==> config.mk <==
export PLATFORM = sky130hd
export DESIGN_NAME = and_or_pipe_array
export DESIGN_NICKNAME = d
export VERILOG_FILES = /design/src/rtl/and_or_pipe_pkg.sv /design/src/rtl/and_or_pipe_array_lane_func.sv /design/src/rtl/and_or_pipe_array_pipe_stage.sv /design/src/rtl/and_or_pipe_array.sv
export SDC_FILE = /design/constraint.sdc
export NUM_CORES = 1
export LEC_CHECK = 0
export BUFFER_PORTS_ARGS = -buffer_cell sky130_fd_sc_hd__buf_4
export CAP_MARGIN = 20
export CORE_MARGIN = 3
export CORE_UTILIZATION = 51
export CTS_BUF_LIST = sky130_fd_sc_hd__clkbuf_4 sky130_fd_sc_hd__clkbuf_8 sky130_fd_sc_hd__clkbuf_16
export CTS_CLUSTER_DIAMETER = 200
export DETAILED_ROUTE_END_ITERATION = 8
export PLACE_DENSITY = 0.78
export SLEW_MARGIN = 20
export SYNTH_ARGS = -nofsm -noshare
export SYNTH_HDL_FRONTEND = slang
export SYNTH_SLANG_ARGS = --single-unit
==> constraint.sdc <==
create_clock -name clk -period 1.9 [get_ports clk]
set_clock_uncertainty 0.1 [all_clocks]
set_input_delay 0.475 -clock clk [delete_from_list [all_inputs] [get_ports clk]]
set_output_delay 0.475 -clock clk [all_outputs]
set_load 0.02 [all_outputs]
==> src/rtl/and_or_pipe_pkg.sv <==
// Shared definitions for the and_or_pipe_array block: per-beat function select.
package and_or_pipe_pkg;

  typedef enum logic [1:0] {
    MODE_SEL  = 2'd0,
    MODE_AND  = 2'd1,
    MODE_XOR  = 2'd2,
    MODE_PASS = 2'd3
  } mode_t;

endpackage

==> src/rtl/and_or_pipe_array_lane_func.sv <==
// One-bit logic cell; one instance per lane so each lane keeps its own hierarchy.
module lane_func
  import and_or_pipe_pkg::*;
(
  input  logic  in1_i,
  input  logic  in2_i,
  input  mode_t mode_i,
  output logic  res_o
);

  // Select the lane function for this beat.
  always_comb begin
    res_o = 1'b0;
    case (mode_i)
      MODE_SEL:  res_o = in1_i ? in1_i : in2_i;
      MODE_AND:  res_o = in1_i & in2_i;
      MODE_XOR:  res_o = in1_i ^ in2_i;
      MODE_PASS: res_o = in1_i;
      default:   res_o = 1'b0;
    endcase
  end

endmodule

==> src/rtl/and_or_pipe_array_pipe_stage.sv <==
// One pipeline slot: valid bit plus result word, loaded when the slot may advance.
module pipe_stage #(
  parameter int WIDTH = 6
) (
  input  logic             clk,
  input  logic             rst,
  input  logic             load_i,
  input  logic             valid_i,
  input  logic [WIDTH-1:0] data_i,
  output logic             valid_o,
  output logic [WIDTH-1:0] data_o
);

  logic             valid_q, valid_d;
  logic [WIDTH-1:0] data_q,  data_d;

  // Take the upstream slot on load; data only moves with a real beat so the
  // word held here stays put across bubbles.
  always_comb begin
    valid_d = valid_q;
    data_d  = data_q;
    if (load_i) begin
      valid_d = valid_i;
      if (valid_i) begin
        data_d = data_i;
      end
    end
  end

  // Slot registers with synchronous clear.
  always_ff @(posedge clk) begin
    if (rst) begin
      valid_q <= 1'b0;
      data_q  <= '0;
    end else begin
      valid_q <= valid_d;
      data_q  <= data_d;
    end
  end

  assign valid_o = valid_q;
  assign data_o  = data_q;

endmodule

==> src/rtl/and_or_pipe_array.sv <==
// Per-lane selectable logic function followed by a DEPTH-slot valid/ready pipe
// and a wrapping count of delivered beats. The output bus is ascending [0:WIDTH-1].
module and_or_pipe_array
  import and_or_pipe_pkg::*;
#(
  parameter int WIDTH = 6,
  parameter int DEPTH = 2,
  parameter int CNT_W = 8
) (
  input  logic             clk,
  input  logic             rst,
  input  logic             in_valid,
  output logic             in_ready,
  input  logic [WIDTH-1:0] in1,
  input  logic [WIDTH-1:0] in2,
  input  logic [1:0]       mode,
  output logic             out_valid,
  input  logic             out_ready,
  output logic [0:WIDTH-1] out1,
  output logic [CNT_W-1:0] xfer_count
);

  mode_t            mode_s;
  logic [WIDTH-1:0] func_res;

  logic [DEPTH-1:0] stage_valid;
  logic [DEPTH-1:0] stage_adv;
  logic [DEPTH-1:0] up_valid;
  logic [WIDTH-1:0] stage_data [DEPTH];
  logic [WIDTH-1:0] up_data    [DEPTH];

  logic [CNT_W-1:0] xfer_count_q, xfer_count_d;
  logic             out_xfer;

  assign mode_s = mode_t'(mode);

  for (genvar i = 0; i < WIDTH; i++) begin : g_lane
    lane_func u_lane (
      .in1_i  (in1[i]),
      .in2_i  (in2[i]),
      .mode_i (mode_s),
      .res_o  (func_res[i])
    );
  end

  // A slot may advance when it or any slot nearer the output is empty, or the
  // head is being drained. Written as a reduction over the downstream valids
  // rather than a ripple so there is no self-referencing vector.
  for (genvar k = 0; k < DEPTH; k++) begin : g_stage
    assign stage_adv[k] = out_ready | ~(&stage_valid[DEPTH-1:k]);

    if (k == 0) begin : g_head_in
      assign up_valid[k] = in_valid;
      assign up_data[k]  = func_res;
    end else begin : g_chain
      assign up_valid[k] = stage_valid[k-1];
      assign up_data[k]  = stage_data[k-1];
    end

    pipe_stage #(.WIDTH(WIDTH)) u_stage (
      .clk     (clk),
      .rst     (rst),
      .load_i  (stage_adv[k]),
      .valid_i (up_valid[k]),
      .data_i  (up_data[k]),
      .valid_o (stage_valid[k]),
      .data_o  (stage_data[k])
    );
  end

  assign in_ready  = stage_adv[0];
  assign out_valid = stage_valid[DEPTH-1];
  assign out_xfer  = out_valid & out_ready;

  for (genvar i = 0; i < WIDTH; i++) begin : g_out
    assign out1[i] = stage_data[DEPTH-1][i];
  end

  // Delivered-beat count, wraps naturally at 2^CNT_W.
  always_comb begin
    xfer_count_d = xfer_count_q;
    if (out_xfer) begin
      xfer_count_d = xfer_count_q + CNT_W'(1);
    end
  end

  // Counter register with synchronous clear.
  always_ff @(posedge clk) begin
    if (rst) begin
      xfer_count_q <= '0;
    end else begin
      xfer_count_q <= xfer_count_d;
    end
  end

  assign xfer_count = xfer_count_q;

endmodule
==> metrics.cfg, run 1 <==
[outcome]
status=finished clean

[synth]
ys_seq_area_share_pct=35.85
ys_types=23
yosys_warnings=0
synth_area_leaders=dfxtp_1 36%, ha_1 13%, mux4_2 11%
syn_inst=138
synth.avg_cell_area_um2=8.903
post-synth-top-area-fraction_pct=35.85
synth-seq-cells=22
yosys.area.top_type=dfxtp_1
netlist_area_um2=1229
synth_nets=169

[floorplan]
die_h_um=55.09
start_util_pct=54.49
core_um2=2255
io_pins=34
die_w_um=55.09
dieArea_um2=3034
rows=17

[clock_network]
clkLatencyLatePin_ps=300
cts_buffer_depth=2
cts.sinks=22
cts_root_buffer=clkbuf_4
cts_tree=yes
post_cts_buffers=0
cts_hold_buf=0
numCtsBuffers=3
cts.repair.resized=0
clkTransAtPathRegs_ps=110
htree_levels=1

[power]
peakVddDrop_uv=272.7
powerDensity_nw_per_um2=580.1
power_leakage_nw=0.7154

[setup_path]
worstPathRequired_ps=1320
cp_slowest_cell=dfxtp_1
critPathKind=reg -> out
cpPeakStageDelay_ps=490
crit_path_start_kind=flip-flop
crit_chain=nand3b_1 > buf_4
arrival_ps=1130
cp-end-kind=primary output
crit_fanout=8

[sta]
max_slew.worst_pin.slew_ps=440.7
setup_violations=0
tns_ps=0
max_freq_mhz=585.3
hold_viol_final=0
grt_setup_unrepaired=no
slew_violations=0
layout_min_cycle_time_ps=1709
slew_headroom_pct=70.62
min_period_over_period_pct=89.93
fin_ws_ps=191.3

[global_route]
grt-ovfl-total=0
grt_max_degree=24
antenna_found_initial=0
grt_pass1_wl_um=3719
track_usage_pct=17.00
first_global_vias=961

[placed_design]
dpl-instance-area_um2=1503
hpwlAfterDp_um=1800
gp_congestion=0.7105
port_buffers=33
place_ws_ps=114.2

[run]
cap_violations=0

[route]
wl_per_cell_um=10.96
vias=1056
drtAntennaViolNets=0
drc=0
drt-pass1-iter-count=4
drt-vias-per-instance=5.280
wirelength_um=2192
drt_iter0_drc=16

[final_layout]
final_util_pct=68.26
area_growth_pct=25.25
mostFrequentLayoutCell=buf_4
diodes=0
drive_above_1_share_pct=26.74
final_cell_area_um2=1539
fin_nets=204
final_cell_mix=34 x buf_4, 28 x inv_1, 22 x dfxtp_1, 21 x a21oi_1, 13 x ha_1

[min_path]
hold_class=in -> reg

## synth_stat cells
cell type,number
nand3b_1,1
dfxtp_1,22
a31o_2,1
o31ai_1,1
or4_1,1
nand2_1,3
clkbuf_1,3
xnor2_1,1
a21oi_1,21
ha_1,13
nand3_1,9
nand4_1,1
nor2_1,2
or3_1,4
a211oi_1,5
inv_1,28
xor2_1,1
nand4_2,1
and2b_1,1
buf_2,1
mux4_2,6
nand2b_1,2
o21ai_0,10
## final cells by class
class,instances,area (µm²)
well taps,28,35.03
flip-flops and latches,22,440.4
multi-input cells,84,666.9
inverters,28,105.1
fillers,198,715.7
clock buffers,4,36.28
repair buffers,34,255.2
## metrics by stage
step           total power (W)  instances  hold WS (ps)
2_1_floorplan        0.0005938        138         343.5
3_3_place_gp         0.0006487        196         361.1
3_5_place_dp         0.0006573        196         364.0
4_1_cts              0.0009051        200         359.1
5_1_grt              0.0009407        200         390.3
6_report             0.0008927        200         368.8
## sequential cells by signal (all words and copies together) (netlist names)
name and count:
g_stage.u_stage.valid_o 2, g_stage.u_stage.data_o 12, xfer_count 8
## worst max-delay path, delay by kind of cell (launching register included)
family,cells,cell delay (ps)
simple gates,1,150
flops,1,490
buf+inv,1,190
## metal layers
| layer | share of wire (%) | track usage (%) | wire length, µm |
|---|---|---|---|
| met3 | 4.7 | 1.609 | 103 |
| met1 | 40 | 17.66 | 872 |
| met5 | 0 | 0 | 0 |
| met4 | 1.2 | 10.12 | 27 |
| met2 | 54 | 32.48 | 1188 |
## path summary, 6_finish.rpt
kind / startpoint / to / slack, ps / cells past startpoint
min reg2reg: g_stage[0].u_stage.data_o[1] / g_stage[1].u_stage.data_o[1] / 380 / 2
max reg2reg: g_stage[1].u_stage.valid_o / xfer_count[7] / 380 / 3
min: in_valid / g_stage[0].u_stage.valid_o / 370 / 3
max: g_stage[1].u_stage.valid_o / in_ready / 190 / 2
## cells by family after synthesis
group	Yosys count	synth area share, %
AOI/OAI and AO/OA	38	17.01
xor gates and xnor gates	2	1.426
adders and majority gates	13	13.24
muxes	6	11.00
and+or+nand+nor	25	11.61
DFF	22	35.85
buffers and inverters	32	9.877
## power breakdown
part	switching [W]	total, W	internal [W]
clock network	0.000132	0.000249	0.000117
logic	0.0000699	0.000149	0.0000792
registers	0.0000146	0.000495	0.000480
(Power assumes the default switching activity.)
==> run 2, diff against run 1 <==
Settings changed: PLACE_DENSITY 0.78 to 0.76.
==> run 2 against run 1 <==
Compared with the run above: via count up 3.8%; critical endpoint unchanged; largest power group unchanged; design area unchanged; global-route usage up 0.82 points; sequential cell count unchanged; count of clock-buffer cells in the layout unchanged; critical path type unchanged; first-iteration DRC count down 25%; register-to-register slack better by 20 ps.
==> metrics.cfg, run 2 (synthesized netlist as in run 1, its figures left out) <==
[sta]
min_period_over_period_pct=91.42  ; +1.5 points
slew_headroom_pct=69.02  ; -1.6 points
grt_setup_unrepaired=no
setup_violations=0  ; unchanged
hold_viol_final=0  ; unchanged
layout_min_cycle_time_ps=1737  ; +28.35 ps
tns_ps=0  ; unchanged
slew_violations=0  ; unchanged
max_freq_mhz=575.7  ; -1.6%
max_slew.worst_pin.slew_ps=464.7  ; +24.00 ps

[floorplan]
rows=17  ; unchanged
die_h_um=55.09  ; unchanged
core_um2=2255  ; unchanged
die_w_um=55.09  ; unchanged
dieArea_um2=3034  ; unchanged
start_util_pct=54.49  ; unchanged
io_pins=34  ; unchanged

[placed_design]
hpwlAfterDp_um=2060  ; +14%
port_buffers=33  ; unchanged
gp_congestion=0.7581  ; +6.7%

[setup_path]
cp-end-kind=primary output
arrival_ps=1160  ; +30 ps
cp_slowest_cell=dfxtp_1
cpPeakStageDelay_ps=510  ; +20 ps
crit_path_start_kind=flip-flop
r2r_end=xfer_count[7]
critical-path-top-delay-family=flip-flops
critPathKind=reg -> out
crit_chain=nand3b_1 > buf_4
r2r_setup_slack_ps=400  ; +20 ps
worstPathRequired_ps=1320  ; about the same
crit_fanout=8  ; unchanged
r2r-start=g_stage[1].u_stage.valid_o
critical_path_buf_inv_count=1  ; unchanged
worst_r2r_path_depth=3  ; unchanged

[final_layout]
largest_reg_flops=12  ; unchanged
diodes=0  ; unchanged
mostFrequentLayoutCell=buf_4
area_growth_pct=25.25  ; unchanged
fin_nets=204  ; unchanged
final_cell_mix=34 x buf_4, 28 x inv_1, 22 x dfxtp_1, 21 x a21oi_1, 13 x ha_1
final.fill_count=185  ; -6.6%
drive_above_1_share_pct=26.74  ; unchanged

[min_path]
min_path_cells=3  ; unchanged
hold_class=in -> reg
min_to=g_stage[0].u_stage.valid_o
min_from=in_valid

[clock_network]
post_cts_buffers=0  ; unchanged
clkTransAtPathRegs_ps=120  ; about the same
cts_buffer_depth=2  ; unchanged
cts.repair.resized=0  ; unchanged
cts_root_buffer=clkbuf_4
numCtsBuffers=3  ; unchanged
cts.sinks=22  ; unchanged
cts_hold_buf=0  ; unchanged
cts_tree=yes
htree_levels=1  ; unchanged
clkLatencyLatePin_ps=300  ; about the same

[power]
peakVddDrop_uv=364.3  ; +34%
total_power_w=0.0009083  ; +1.7%
seqPwrFrac_pct=54.5  ; -0.9 points
powerDensity_nw_per_um2=590.2  ; +1.7%
internal_power_w=0.0006777  ; +0.23%
pwr-share-clk_pct=28.3  ; +0.4 points
p_switching_w=0.0002305  ; +6.4%
p_sw_share_pct=25.38  ; +1.1 points
combPwrFrac_pct=17.3  ; +0.6 points
power_leakage_nw=0.7154  ; unchanged

[route]
drt_iter0_drc=12  ; -4
wirelength_um=2516  ; +15%
wl_per_cell_um=12.58  ; +15%
drt-pass1-iter-count=4  ; unchanged
drc=0  ; unchanged
drtAntennaViolNets=0  ; unchanged
vias=1096  ; +3.8%
drt-vias-per-instance=5.480  ; +3.8%

[global_route]
first_global_vias=1010  ; +5.1%
antenna_found_initial=0  ; unchanged
grt-ovfl-total=0  ; unchanged
grt_pass1_wl_um=4022  ; +8.1%
track_usage_pct=17.83  ; +0.82 points
grt_max_degree=24  ; unchanged

[run]
cap_violations=0  ; unchanged

[outcome]
status=finished clean

-- run 2: cell counts in the layout (fill, tap and decap cells not counted) --
No cell type changed its count.
-- run 2: area by class of cell --
cell class,count,area (µm²),area share (%)
repair buffers,34,255.2,16.59
inverters,28,105.1,6.829
well taps,28,35.03,2.276
clock buffers,4,36.28,2.358
multi-input cells,84,666.9,43.33
flip-flops and latches,22,440.4,28.62
-- run 2: how the worst max path moves through the flow --
stage | start | to | cells past startpoint
2_1_floorplan | in1[3] | g_stage[0].u_stage.data_o[3] | 4
3_3_place_gp | in1[3] | g_stage[0].u_stage.data_o[3] | 5
3_5_place_dp | in1[3] | g_stage[0].u_stage.data_o[3] | 5
4_1_cts | g_stage[1].u_stage.valid_o | in_ready | 2
5_1_grt | g_stage[1].u_stage.valid_o | in_ready | 2
6_report | g_stage[1].u_stage.valid_o | in_ready | 2
-- run 2: worst reg2reg max path, stage by stage (launching register included) --
cell	delay, ps
dfxtp_1	510
nand4_2	200
or4_1	500
a21oi_1	140
-- run 2: metal layers --
metal	vias to the layer above	GRT usage, %	part of all wire (%)
met4	0	5.668	1.3
met1	514	18.09	38
met5	-	0	0
met2	32	36.02	56
li1	546	-	-
met3	4	2.949	5.1
-- run 2: power by group through the flow --
stage | Sequential [W] | Clock [W] | Combinational (W)
2_1_floorplan | 0.000508 | 0 | 0.0000855
5_1_grt | 0.000498 | 0.000279 | 0.000176
3_5_place_dp | 0.000505 | 0 | 0.000158
6_report | 0.000495 | 0.000257 | 0.000157
4_1_cts | 0.000495 | 0.000260 | 0.000159
3_3_place_gp | 0.000504 | 0 | 0.000145
-- run 2: stage by stage --
| stage | worst slack (ps) | utilization, % | std cells | hold slack (ps) | instance area (µm²) |
|---|---|---|---|---|---|
| 2_1_floorplan | 247.1 | - | 138 | 343.5 | 1229 |
| 3_3_place_gp | 136.1 | 66.65 | 196 | 361.7 | 1503 |
| 3_5_place_dp | 74.46 | 66.65 | 196 | 360.1 | 1503 |
| 4_1_cts | 157.8 | 68.26 | 200 | 362.3 | 1539 |
| 5_1_grt | 118.2 | 68.26 | 200 | 357.5 | 1539 |
| 6_report | 163.0 | 68.26 | 200 | 362.5 | 1539 |
==> run 3, diff against run 2 <==
Settings changed: CELL_PAD_IN_SITES_DETAIL_PLACEMENT from default to 1, CELL_PAD_IN_SITES_GLOBAL_PLACEMENT from default to 2, CORE_UTILIZATION 51 to 30.
==> run 3 against run 2 <==
Compared with the run above: worst hold slack better by 27 ps; register-to-register slack worse by 30 ps; routed wire length is 5.0% higher; sequential share of layout area is 0.68 points lower; maximum frequency is 5.6% higher; sequential power hardly changed; combinational power hardly changed; power is 2.6% higher; die area is 61% higher; largest cell class unchanged; highest routed layer unchanged.
==> metrics.cfg, run 3 (synthesized netlist as in run 1, its figures left out) <==
[final_layout]
largest_reg_flops=12  ; unchanged
area_growth_pct=28.31
final_util_pct=41.50  ; -27 points
final_cell_mix=35 x buf_4, 28 x inv_1, 22 x dfxtp_1, 21 x a21oi_1, 13 x ha_1
diodes=0  ; unchanged
fin_nets=205  ; +0.49%
drive_above_1_share_pct=26.74  ; unchanged
final.fill_count=460  ; +150%
mostFrequentLayoutCell=buf_4

[floorplan]
start_util_pct=32.35  ; -22 points
die_h_um=70.00  ; +27%
core_um2=3799  ; +68%
io_pins=34  ; unchanged
die_w_um=70.00  ; +27%
dieArea_um2=4899  ; +61%
rows=22  ; +5

[global_route]
antenna_found_initial=0  ; unchanged
first_global_vias=1072  ; +6.1%
track_usage_pct=11.72  ; -6.1 points
grt_max_degree=24  ; unchanged
grt-ovfl-total=0  ; unchanged
grt_pass1_wl_um=4726  ; +18%

[power]
peakVddDrop_uv=238.0  ; -35%
powerDensity_nw_per_um2=590.9  ; +0.12%
power_leakage_nw=0.7208  ; +0.75%

[sta]
slew_violations=0  ; unchanged
layout_min_cycle_time_ps=1645  ; -91.93 ps
setup_violations=0  ; unchanged
slew_headroom_pct=81.47  ; +12 points
max_slew.worst_pin.slew_ps=277.6  ; -187.1 ps
fin_ws_ps=254.9  ; +91.93 ps
tns_ps=0  ; unchanged
max_freq_mhz=607.9  ; +5.6%
min_period_over_period_pct=86.58  ; -4.8 points
grt_setup_unrepaired=no
hold_viol_final=0  ; unchanged

[route]
drc=0  ; unchanged
drt_iter0_drc=40  ; +28
wl_per_cell_um=12.01  ; -4.5%
wirelength_um=2643  ; +5.0%
drt-vias-per-instance=4.855  ; -11%
vias=1068  ; -2.6%
drt-pass1-iter-count=4  ; unchanged
drtAntennaViolNets=0  ; unchanged

[outcome]
status=finished clean

[clock_network]
cts_tree=yes
cts.repair.resized=0  ; unchanged
numCtsBuffers=3  ; unchanged
post_cts_buffers=0  ; unchanged
clkLatencyLatePin_ps=260  ; -40 ps
cts_hold_buf=0  ; unchanged
htree_levels=1  ; unchanged
cts_root_buffer=clkbuf_8
cts.sinks=22  ; unchanged
clkTransAtPathRegs_ps=70  ; -50 ps
cts_buffer_depth=2  ; unchanged

[setup_path]
crit_path_start_kind=flip-flop
arrival_ps=1070  ; -90 ps
worstPathRequired_ps=1320  ; about the same
critPathKind=reg -> out
cp-end-kind=primary output
crit_fanout=9  ; +1

[run]
cap_violations=0  ; unchanged

[min_path]
hold_class=reg -> reg

[placed_design]
place_ws_ps=104.8  ; +30.37 ps
hpwlAfterDp_um=2197  ; +6.7%
gp_congestion=0.7045  ; -7.1%
port_buffers=33  ; unchanged

==> run 3: cell types whose count changed in the layout (fill, tap and decap cells not counted) <==
cell and change:
clkbuf_8 +2, clkbuf_4 -3, buf_4 +1
==> run 3: worst paths after layout <==
check	startpoint	end	slack, ps	depth (start not counted)
max	g_stage[0].u_stage.valid_o	in_ready	250	2
min reg2reg	g_stage[1].u_stage.data_o[3]	g_stage[1].u_stage.data_o[3]	390	2
max reg2reg	g_stage[1].u_stage.valid_o	xfer_count[7]	370	3
min	g_stage[1].u_stage.data_o[3]	g_stage[1].u_stage.data_o[3]	390	2
==> run 3: power by group <==
| group | leakage, nW | total [W] | switching, W | internal [W] |
|---|---|---|---|---|
| Combinational | 0.520 | 0.000154 | 0.0000732 | 0.0000813 |
| Sequential | 0.180 | 0.000495 | 0.0000154 | 0.000480 |
| Clock | 0.0216 | 0.000282 | 0.000140 | 0.000141 |
==> run 3: per-stage QoR <==
stage	total power (W)	std cells	cell area, µm²	hold WS (ps)
after floorplan	0.0005938	138	1229	343.5
after global placement	0.0006560	217	1535	363.0
after detailed placement	0.0006646	217	1535	380.6
after CTS	0.0009509	220	1577	391.4
after global routing	0.0009899	220	1577	416.0
final	0.0009315	220	1577	389.0
==> run 3: final cells by class <==
type / instances / area (µm²) / area share [%]
multi-input combinational: 84 / 666.9 / 42.30
tap: 48 / 60.06 / 3.810
sequential: 22 / 440.4 / 27.94
clock buffer: 3 / 41.29 / 2.619
inverter: 28 / 105.1 / 6.667
timing repair buffer: 35 / 262.8 / 16.67
==> run 3: metal layers <==
metal	wire [µm]	GRT usage (%)	up-vias
met2	1237	19.94	29
met1	1244	14.14	495
li1	-	-	542
met4	26	5.745	0
met3	135	2.014	2
met5	0	0	-
==> run 3: critical path, stage by stage (launching register included) <==
cell	delay (ps)
dfxtp_1	480
nand3b_1	150
buf_4	180
